### config.mk
export PLATFORM = sky130hd
export DESIGN_NAME = memory_access
export DESIGN_NICKNAME = d
export VERILOG_FILES = /design/src/rtl/memory_access_pkg.sv /design/src/rtl/mem_lane_align.sv /design/src/rtl/memory_access.sv
export SDC_FILE = /design/constraint.sdc
export NUM_CORES = 1
export LEC_CHECK = 0
export BUFFER_PORTS_ARGS = -buffer_cell sky130_fd_sc_hd__buf_2
export CAP_MARGIN = 25
export CORE_ASPECT_RATIO = 0.5
export CORE_MARGIN = 4
export CORE_UTILIZATION = 46
export DETAILED_ROUTE_END_ITERATION = 10
export GPL_TIMING_DRIVEN = 1
export HOLD_SLACK_MARGIN = 0.05
export PLACE_DENSITY = 0.74
export SYNTH_ARGS = -nofsm -noshare
export SYNTH_HDL_FRONTEND = slang
export SYNTH_HIERARCHICAL = 1
export SYNTH_SLANG_ARGS = --single-unit
### constraint.sdc
create_clock -name m_clk -period 3.1 [get_ports m_clk]
set_input_delay 0.62 -clock m_clk [delete_from_list [all_inputs] [get_ports m_clk]]
set_output_delay 0.62 -clock m_clk [all_outputs]
set_load 0.01 [all_outputs]
### src/rtl/memory_access_pkg.sv
// Shared definitions for the memory-access pipeline stage: opcode/exception bit
// positions, funct3 load/store encodings and FSM state encodings.
package memory_access_pkg;

    localparam int OPCODE_WIDTH    = 11;
    localparam int LOAD_WORD       = 2;
    localparam int STORE_WORD      = 3;

    localparam int EXCEPTION_WIDTH  = 6;
    localparam int ILLEGAL          = 0;
    localparam int LOAD_MISALIGNED  = 4;
    localparam int STORE_MISALIGNED = 5;

    localparam logic [2:0] F3_LB  = 3'b000;
    localparam logic [2:0] F3_LH  = 3'b001;
    localparam logic [2:0] F3_LW  = 3'b010;
    localparam logic [2:0] F3_LBU = 3'b100;
    localparam logic [2:0] F3_LHU = 3'b101;
    localparam logic [2:0] F3_SB  = 3'b000;
    localparam logic [2:0] F3_SH  = 3'b001;
    localparam logic [2:0] F3_SW  = 3'b010;

    typedef enum logic [0:0] {
        ST_IDLE     = 1'b0,
        ST_WAIT_MEM = 1'b1
    } state_e;

endpackage

### src/rtl/mem_lane_align.sv
// Combinational byte-lane steering: store strobes/replicated data, load
// extract with sign/zero extension, and misalignment/illegal-size detection.
module mem_lane_align
    import memory_access_pkg::*;
(
    input  logic [2:0]  funct3,
    input  logic [1:0]  addr_lo,
    input  logic [31:0] store_data,
    input  logic [31:0] load_word,
    output logic [3:0]  wstrb,
    output logic [31:0] wdata,
    output logic [31:0] load_data,
    output logic        misaligned,
    output logic        load_illegal,
    output logic        store_illegal
);

    logic [7:0]  byte_s;
    logic [15:0] half_s;

    // Store strobe and lane-replicated write data
    always_comb begin
        wstrb = 4'b0000;
        wdata = store_data;
        case (funct3)
            F3_SB: begin
                wstrb = 4'b0001 << addr_lo;
                wdata = {4{store_data[7:0]}};
            end
            F3_SH: begin
                wstrb = 4'b0011 << {addr_lo[1], 1'b0};
                wdata = {2{store_data[15:0]}};
            end
            F3_SW: begin
                wstrb = 4'b1111;
                wdata = store_data;
            end
            default: begin
                wstrb = 4'b0000;
                wdata = store_data;
            end
        endcase
    end

    // Lane select for the addressed byte
    always_comb begin
        byte_s = load_word[7:0];
        case (addr_lo)
            2'b00:   byte_s = load_word[7:0];
            2'b01:   byte_s = load_word[15:8];
            2'b10:   byte_s = load_word[23:16];
            2'b11:   byte_s = load_word[31:24];
            default: byte_s = load_word[7:0];
        endcase
    end

    assign half_s = addr_lo[1] ? load_word[31:16] : load_word[15:0];

    // Load extract with sign or zero extension
    always_comb begin
        load_data = 32'h0000_0000;
        case (funct3)
            F3_LB:   load_data = {{24{byte_s[7]}}, byte_s};
            F3_LH:   load_data = {{16{half_s[15]}}, half_s};
            F3_LW:   load_data = load_word;
            F3_LBU:  load_data = {24'h00_0000, byte_s};
            F3_LHU:  load_data = {16'h0000, half_s};
            default: load_data = 32'h0000_0000;
        endcase
    end

    // Size in funct3[1:0] determines the alignment requirement
    always_comb begin
        misaligned = 1'b0;
        case (funct3[1:0])
            2'b01:   misaligned = addr_lo[0];
            2'b10:   misaligned = |addr_lo;
            default: misaligned = 1'b0;
        endcase
    end

    assign load_illegal  = (funct3 == 3'b011) | (funct3 == 3'b110) | (funct3 == 3'b111);
    assign store_illegal = (funct3 >= 3'b011);

endmodule

### src/rtl/memory_access.sv
// Memory-access pipeline stage: issues single-outstanding data-memory requests
// for loads/stores, passes other ops through, and feeds one writeback slot.
module memory_access
    import memory_access_pkg::*;
#(
    parameter int AWIDTH   = 5,
    parameter int DWIDTH   = 32,
    parameter int PC_WIDTH = 32
) (
    input  logic                       m_clk,
    input  logic                       m_rst,
    input  logic                       m_i_valid,
    output logic                       m_o_ready,
    input  logic [OPCODE_WIDTH-1:0]    m_i_opcode,
    input  logic [2:0]                 m_i_funct3,
    input  logic [DWIDTH-1:0]          m_i_result_alu,
    input  logic [DWIDTH-1:0]          m_i_rs2,
    input  logic [AWIDTH-1:0]          m_i_addr_rd,
    input  logic                       m_i_we,
    input  logic [PC_WIDTH-1:0]        m_i_pc,
    input  logic [EXCEPTION_WIDTH-1:0] m_i_exception,
    output logic                       m_o_mem_req,
    output logic                       m_o_mem_we,
    output logic [DWIDTH-1:0]          m_o_mem_addr,
    output logic [DWIDTH-1:0]          m_o_mem_wdata,
    output logic [3:0]                 m_o_mem_wstrb,
    input  logic                       m_i_mem_ack,
    input  logic [DWIDTH-1:0]          m_i_mem_rdata,
    output logic                       m_o_valid,
    output logic [AWIDTH-1:0]          m_o_addr_rd,
    output logic [DWIDTH-1:0]          m_o_data_rd,
    output logic                       m_o_we,
    output logic [PC_WIDTH-1:0]        m_o_pc,
    output logic [EXCEPTION_WIDTH-1:0] m_o_exception
);

    state_e state_r, state_s;

    logic [2:0]                 funct3_r;
    logic [1:0]                 addr_lo_r;
    logic [AWIDTH-1:0]          rd_r;
    logic [PC_WIDTH-1:0]        pc_r;
    logic [EXCEPTION_WIDTH-1:0] exc_r;
    logic                       is_load_r;

    logic                       mem_req_r, mem_we_r, valid_r, we_out_r;
    logic [DWIDTH-1:0]          mem_addr_r, mem_wdata_r, data_rd_r;
    logic [3:0]                 mem_wstrb_r;
    logic [AWIDTH-1:0]          addr_rd_r;
    logic [PC_WIDTH-1:0]        pc_out_r;
    logic [EXCEPTION_WIDTH-1:0] exc_out_r;

    logic                       accept_s, is_load_s, is_store_s, is_mem_s;
    logic                       illegal_s, launch_s, complete_s;
    logic [2:0]                 lane_funct3_s;
    logic [1:0]                 lane_addr_s;
    logic [3:0]                 wstrb_s;
    logic [DWIDTH-1:0]          wdata_s, load_data_s;
    logic                       misaligned_s, load_illegal_s, store_illegal_s;
    logic [EXCEPTION_WIDTH-1:0] fault_exc_s;
    logic                       unused_opcode_s;

    assign unused_opcode_s = ^m_i_opcode;

    assign m_o_ready  = (state_r == ST_IDLE);
    assign accept_s   = m_i_valid & m_o_ready;
    assign is_load_s  = m_i_opcode[LOAD_WORD];
    assign is_store_s = m_i_opcode[STORE_WORD];
    assign is_mem_s   = is_load_s | is_store_s;

    // While a request is outstanding the lane logic extracts the captured access
    assign lane_funct3_s = (state_r == ST_IDLE) ? m_i_funct3 : funct3_r;
    assign lane_addr_s   = (state_r == ST_IDLE) ? m_i_result_alu[1:0] : addr_lo_r;

    mem_lane_align u_lane (
        .funct3        (lane_funct3_s),
        .addr_lo       (lane_addr_s),
        .store_data    (m_i_rs2),
        .load_word     (m_i_mem_rdata),
        .wstrb         (wstrb_s),
        .wdata         (wdata_s),
        .load_data     (load_data_s),
        .misaligned    (misaligned_s),
        .load_illegal  (load_illegal_s),
        .store_illegal (store_illegal_s)
    );

    assign illegal_s  = (is_load_s & load_illegal_s) | (is_store_s & store_illegal_s);
    assign launch_s   = accept_s & is_mem_s & ~illegal_s & ~misaligned_s;
    assign complete_s = (state_r == ST_WAIT_MEM) & mem_req_r & m_i_mem_ack;

    // Fault bit added to the upstream exceptions; illegal size takes priority
    always_comb begin
        fault_exc_s = {EXCEPTION_WIDTH{1'b0}};
        if (is_mem_s & illegal_s) begin
            fault_exc_s[ILLEGAL] = 1'b1;
        end else if (is_load_s & misaligned_s) begin
            fault_exc_s[LOAD_MISALIGNED] = 1'b1;
        end else if (is_store_s & misaligned_s) begin
            fault_exc_s[STORE_MISALIGNED] = 1'b1;
        end else begin
            fault_exc_s = {EXCEPTION_WIDTH{1'b0}};
        end
    end

    // State register
    always_ff @(posedge m_clk) begin
        if (m_rst) state_r <= ST_IDLE;
        else       state_r <= state_s;
    end

    // Next-state logic
    always_comb begin
        state_s = state_r;
        case (state_r)
            ST_IDLE:     state_s = launch_s ? ST_WAIT_MEM : ST_IDLE;
            ST_WAIT_MEM: state_s = complete_s ? ST_IDLE : ST_WAIT_MEM;
            default:     state_s = ST_IDLE;
        endcase
    end

    // Stage capture, memory bus and writeback slot
    always_ff @(posedge m_clk) begin
        if (m_rst) begin
            funct3_r    <= 3'b000;
            addr_lo_r   <= 2'b00;
            rd_r        <= {AWIDTH{1'b0}};
            pc_r        <= {PC_WIDTH{1'b0}};
            exc_r       <= {EXCEPTION_WIDTH{1'b0}};
            is_load_r   <= 1'b0;
            mem_req_r   <= 1'b0;
            mem_we_r    <= 1'b0;
            mem_addr_r  <= {DWIDTH{1'b0}};
            mem_wdata_r <= {DWIDTH{1'b0}};
            mem_wstrb_r <= 4'b0000;
            valid_r     <= 1'b0;
            addr_rd_r   <= {AWIDTH{1'b0}};
            data_rd_r   <= {DWIDTH{1'b0}};
            we_out_r    <= 1'b0;
            pc_out_r    <= {PC_WIDTH{1'b0}};
            exc_out_r   <= {EXCEPTION_WIDTH{1'b0}};
        end else begin
            valid_r <= 1'b0;
            if (accept_s) begin
                funct3_r  <= m_i_funct3;
                addr_lo_r <= m_i_result_alu[1:0];
                rd_r      <= m_i_addr_rd;
                pc_r      <= m_i_pc;
                exc_r     <= m_i_exception;
                is_load_r <= is_load_s;
            end
            if (launch_s) begin
                mem_req_r   <= 1'b1;
                mem_we_r    <= is_store_s;
                mem_addr_r  <= {m_i_result_alu[DWIDTH-1:2], 2'b00};
                mem_wdata_r <= wdata_s;
                mem_wstrb_r <= is_store_s ? wstrb_s : 4'b0000;
            end else if (complete_s) begin
                mem_req_r <= 1'b0;
                mem_we_r  <= 1'b0;
            end
            if (complete_s) begin
                valid_r   <= 1'b1;
                addr_rd_r <= rd_r;
                data_rd_r <= is_load_r ? load_data_s : {DWIDTH{1'b0}};
                we_out_r  <= is_load_r & (rd_r != {AWIDTH{1'b0}}) & ~(|exc_r);
                pc_out_r  <= pc_r;
                exc_out_r <= exc_r;
            end else if (accept_s & ~launch_s) begin
                valid_r   <= 1'b1;
                addr_rd_r <= m_i_addr_rd;
                data_rd_r <= m_i_result_alu;
                we_out_r  <= ~is_mem_s & m_i_we & (m_i_addr_rd != {AWIDTH{1'b0}})
                             & ~(|m_i_exception);
                pc_out_r  <= m_i_pc;
                exc_out_r <= m_i_exception | fault_exc_s;
            end
        end
    end

    assign m_o_mem_req   = mem_req_r;
    assign m_o_mem_we    = mem_we_r;
    assign m_o_mem_addr  = mem_addr_r;
    assign m_o_mem_wdata = mem_wdata_r;
    assign m_o_mem_wstrb = mem_wstrb_r;
    assign m_o_valid     = valid_r;
    assign m_o_addr_rd   = addr_rd_r;
    assign m_o_data_rd   = data_rd_r;
    assign m_o_we        = we_out_r;
    assign m_o_pc        = pc_out_r;
    assign m_o_exception = exc_out_r;

endmodule

## After elaboration in Yosys (flattened, before gate mapping)

Index checks and enable logic that the tools add are counted.

- Bits in registers: 195
- Input bits: 158
- Output and inout port bits: 148
- Logic and storage cells: 104

- Magnitude comparators: 1
- Eq/ne operators: 12
- Shift operators: 2
- Multiplexer cells: 33
- Bitwise gates (word level): 29
- Reductions and logical operators: 9

Operators with widths:

| cell | count |
|---|---|
| $mux 32 | 5 |
| $pmux 32 s5 | 1 |
| $pmux 32 s2 | 1 |
| $pmux 8 s4 | 1 |
| $and 1x1->1 | 17 |
| $mux 16 | 1 |
| $mux 5 | 3 |
| $mux 1 | 13 |
| $eq 3x3->1 const B | 4 |
| $mux 6 | 2 |
| $pmux 4 s3 | 1 |
| $reduce_or 6->1 | 2 |
| $reduce_bool 5->1 | 2 |
| $not 1->1 | 7 |
| $eq 2x2->1 const B | 3 |
| $eq 3x2->1 const B | 2 |
| $or 6x6->6 | 1 |
| $eq 2x1->1 const B | 2 |
| $mux 4 | 1 |
| $or 1x1->1 | 4 |
| $pmux 1 s2 | 2 |
| $reduce_bool 2->1 | 2 |
| $shl 1x2->4 const A | 1 |
| $shl 2x2->4 const A | 1 |
| 7 further kinds | 7 |

## Longest topological paths before layout

- Depth in word-level cells: 13
- Depth in mapped cells: 15
- Gate-level depth less buffers: 9

## By module

Netlist, hierarchy kept.

By module, submodules not included:

| module | times used | cells each | area an instance (sq um) | sequential area each (sq um) |
|---|---|---|---|---|
| memory_access | 1 | 942 | 7832.5 | 3903.7 |
| mem_lane_align | 1 | 161 | 1272.5 | 0.0 |

## Worst setup path after synthesis

Ideal clock, no wire load.

- Path kind: input to register
- Start: input m_i_funct3[1]
- End: register mem_wdata_r[17], in the netlist m_o_mem_wdata[17]
- Library setup time: 70 ps
- Data arrival time: 2933 ps
- Required time: 3030 ps
- Slack: 97 ps
- Stages: 14
- Path buffers: 5
- Cells stage by stage: mux2_2 -> inv_1 -> ha_1 -> clkbuf_1 -> clkbuf_1 -> nand2_1 -> a21boi_0 -> o21bai_1 -> or3_1 -> buf_2 -> buf_2 -> buf_2 -> nand2_1 -> a21oi_1

- Elaborated cells between the ends (all ways): 20
- Classes of those cells: 1 x order compare; 6 x eq/ne; 3 x mux; 9 x bitwise; 1 x reduce/logical

RTL lines:

| item | line | text |
|---|---|---|
| start: declaration | memory_access.sv:15 | `input logic [2:0] m_i_funct3,` |
| $mux 3 (*) | memory_access.sv:72 | `assign lane_funct3_s = (state_r == ST_IDLE) ? m_i_funct3 : funct3_r;` |
| $eq 2x2->1 / $eq 2x1->1 (equally long branches) | mem_lane_align.sv:75 | `case (funct3[1:0])` |
| $pmux 1 s2 (*) | mem_lane_align.sv:75 |  |
| via misaligned_s | memory_access.sv:59 | `logic misaligned_s, load_illegal_s, store_illegal_s;` |
| $not 1->1 (*) | memory_access.sv:89 | `assign launch_s = accept_s & is_mem_s & ~illegal_s & ~misaligned_s;` |
| $and 1x1->1 (*) | memory_access.sv:89 |  |
| end signal: assignment | memory_access.sv:134 | `mem_wdata_r <= {DWIDTH{1'b0}};` |
| end signal: assignment | memory_access.sv:156 | `mem_wdata_r <= wdata_s;` |
| end: declaration | memory_access.sv:47 | `logic [DWIDTH-1:0] mem_addr_r, mem_wdata_r, data_rd_r;` |

The timed path passes the listed nets; every way through them passes the cells marked *.
A chain may end at the register's enable or synchronous reset.

## Worst setup path after layout

- Start: register state_r
- End: register data_rd_r[16], in the netlist m_o_data_rd[16]

- Elaborated cells between the ends (all ways): 41
- Classes of those cells: 1 x order compare; 12 x eq/ne; 8 x mux; 16 x bitwise; 4 x reduce/logical

RTL lines:

| item | line | text |
|---|---|---|
| start: declaration | memory_access.sv:37 | `state_e state_r, state_s;` |
| start signal: assignment | memory_access.sv:109 | `else state_r <= state_s;` |
| $mux 3 (*) | memory_access.sv:72 |  |
| via lane_funct3_s[1] | memory_access.sv:55 | `logic [2:0] lane_funct3_s;` |
| $eq 3x3->1 (tied with other cells) | mem_lane_align.sv:62 | `case (funct3)` |
| $pmux 32 s5 (*) | mem_lane_align.sv:62 |  |
| via load_data_s[16] | memory_access.sv:58 | `logic [DWIDTH-1:0] wdata_s, load_data_s;` |
| $mux 32 (*) | memory_access.sv:165 | `data_rd_r <= is_load_r ? load_data_s : {DWIDTH{1'b0}};` |
| $mux 32 (*) | memory_access.sv:162 | `if (complete_s) begin` |
| end signal: assignment | memory_access.sv:138 | `data_rd_r <= {DWIDTH{1'b0}};` |
| end signal: assignment | memory_access.sv:165 |  |
| end signal: assignment | memory_access.sv:172 | `data_rd_r <= m_i_result_alu;` |
| end: declaration | memory_access.sv:47 |  |

Marks and branches as above.

==> metrics.md <==
| Metric | Value |
|---|---|
| Clock transition at path regs | `around 0.08 ns` |
| Area Growth Syn to Fin | `23.92%` |
| Seq/Total Area, Yosys | `a little over two fifths` |
| Post-route DRC | `0` |
| Pleak | `between 5 and 6 nW` |
| Hold slack | `around 0.42 ns` |
| Postcts setup bufs | `0` |
| Ratio of final minimum period to clock period | `about nine tenths` |
| Clock Tree Root | `clkbuf_16` |
| Max Cap Viol | `0` |
| Post-DP HPWL | `between 20000 and 25000 µm` |
| Pwr/cell area | `~600 mW/mm²` |
| Commonest non-fill, non-tap cell in the layout | `nand2_1` |
| Die width | `207.0 µm` |
| Slew Limit Fails | `0` |
| Die area | `between 0.02 and 0.025 mm²` |
| Vias per cell | `about 5.5` |
| Final GP Congestion | `a little over 0.9` |
| Dpl cell area | `between 0.01 and 0.015 mm²` |
| Final Skew | `0.01243 ns` |
| Fillers | `1812` |
| Outcome | `completed` |
| YS warnings | `6` |
| Final Critical Period | `between 2 and 3 ns` |
| RSZ-0062 raised after global routing | `false` |
| GRT Residual Overflow | `0` |
| Drt pass-1 iters | `6` |
| Global-route wire length before repair | `around 44000 µm` |
| Worst Tran Pin Value | `~0.7 ns` |
| HP Class | `input pin to flip-flop` |
| Cts bufs inserted | `17` |
| Final count of hold timing violations | `0` |
| CTS tree | `done` |
| Clk sinks | `195` |
| Final Setup Violations | `0` |
| Max rail drop VDD | `about 0.42 mV` |
| Chip height | `about 110 µm` |
| DR iter-0 viols | `between 700 and 800` |
| CP arrival | `roughly 3.2 ns` |
| Most frequent cells in the layout | `nand2_1 (341), buf_2 (293), dfxtp_1 (194)` |
| Num rows | `36` |
| Max Clk Rate | `354.0 MHz` |
| Worst slack, placed | `~0.12 ns` |
| Routed wire length | `28840 µm` |
| Antenna Nets Post-Route | `0` |
| # IOs | `~310` |
| Post-synthesis async set-or-reset flop share | `0%` |
| Initial antenna violation count | `11` |
| Number of enable flip-flop cells after synthesis | `0` |
| Via count | `8885` |
| GRT Total Usage | `between 20% and 30%` |
| Nets | `1494` |
| Syn Area/Cell | `roughly 8.3 µm²` |
| Crit path launch type | `flip-flop` |
| Max-slew headroom | `between 50 and 60%` |
| Post-synth cell types | `53` |
| Primary FF master, synth | `dfxtp_1` |
| Setup ws final | `approximately 0.28 ns` |
| #FFs+latches synth | `between 150 and 200` |
| Critical path class | `flip-flop to flip-flop` |
| Port bufs | `approximately 290` |
| Synth Cell Area | `0.009105 mm²` |
| CP required | `approximately 3.5 ns` |
| Placeable Area | `0.01946 mm²` |
| Clock Latency Late Sink | `between 0.4 and 0.5 ns` |
| Crit path capture type | `flip-flop` |
| Flop-to-flop setup slack | `between 0.2 and 0.3 ns` |
| Drt wl/cell | `around 18 µm` |
| Number of cells produced by synthesis | `about 1100` |
| Setup_tns | `0 ns` |
| Layout cells sized above 1 | `between 30% and 40%` |
| Clock tree buffer depth | `2` |
| Max FO, Critical Path | `26` |
| H-tree levels | `4` |
| Initial Util | `46.79%` |
| Fin area | `between 0.01 and 0.015 mm²` |
| Vias in the first global route | `8322` |
| Tot Pwr | `slightly below 7 mW` |
| Largest net degree at the start of global routing | `85` |
[layout make-up]
class	count	area (µm²)	area share, %
tap	266	332.8	2.950
antenna	7	17.52	0.1552
inverter	9	33.78	0.2994
clock inverter	15	167.7	1.486
timing repair buffer	320	1785	15.82
multi-input combinational	789	4616	40.91
clock buffer	17	425.4	3.770
sequential	195	3905	34.61
[worst paths after layout]
path | cells past startpoint | from | to
worst max-delay path | 10 | state_r | m_o_data_rd[16]
worst min-delay path | 3 | m_i_pc[3] | pc_r[3]
worst max register to register | 10 | state_r | m_o_data_rd[16]
worst min register to register | 2 | m_o_exception[4] | m_o_exception[4]
[synthesized netlist by cell type (all sizes together), types with 6 or more instances]
master  instances  area [µm²]
mux2           17       191.4
a21oi         122       610.6
a211o           6       52.55
nor2b          10       65.06
a222oi         14       140.1
a311oi         61       847.1
clkbuf         63       236.5
a21o           17       128.9
mux2i           7       95.09
dfxtp         195        3904
nand3          26       130.1
a22oi           8       60.06
nor2           84       315.3
inv             9       33.78
buf            48       342.8
nand2         341        1280
a221o           9       90.09
o21ai          14       70.07
a22o            9       87.59
[kinds of logic after synthesis]
group | count (synthesis) | share of synthesized area, %
flops | 195 | 42.87
mux | 26 | 3.724
compound gates | 276 | 24.86
other cells | 1 | 0.04119
fa+ha+maj | 4 | 0.5497
simple gates | 481 | 21.22
buf+inv | 120 | 6.734
[report_power, final]
part | switching, mW | internal [mW]
sequential | 0.122 | 2.75
combinational | 0.972 | 0.667
clock | 1.07 | 1.15
[what timing repair did]
item | CTS | global route
gates resized for setup | 0 | 1
hold buffers | 0 | 0
endpoints found under the setup margin | 0 | 5
[per-layer routing]
layer | up-vias | part of all wire [%] | track usage [%]
met2 | 311 | 48 | 40.41
li1 | 4264 | - | -
met3 | 39 | 7.6 | 7.044
met5 | - | 0.16 | 0
met1 | 4263 | 43 | 32.72
met4 | 8 | 1.5 | 7.587
[through the flow]
stage	util, %	cells
after CTS	57.89	1611
after global routing	57.99	1618
final	57.99	1618
after global placement	54.84	1579
after floorplan	-	1104
after detailed placement	54.84	1579
[state kept, by name, indices dropped and copies added, names as in the netlist]
| signal | flops |
|---|---|
| exc_r | 6 |
| m_o_addr_rd | 5 |
| pc_r | 32 |
| m_o_pc | 32 |
| addr_lo_r | 2 |
| m_o_mem_wdata | 32 |
| m_o_data_rd | 32 |
| m_o_valid | 1 |
| m_o_mem_wstrb | 4 |
| is_load_r | 1 |
| m_o_we | 1 |
| m_o_mem_we | 1 |
| m_o_mem_req | 1 |
| m_o_exception | 6 |
| m_o_mem_addr | 30 |
| funct3_r | 3 |
| rd_r | 5 |
| state_r | 1 |
[critical path: stages (launching register included)]
cell      delay, ns
dfxtp_2        0.44
mux2_2         0.40
inv_1          0.10
ha_1           0.19
buf_4          0.29
a21oi_1        0.16
o32ai_4        0.39
buf_4          0.26
a21o_1         0.11
nand3_1        0.11
a311oi_2       0.29
Note: power is estimated with default switching activity, not from simulation.
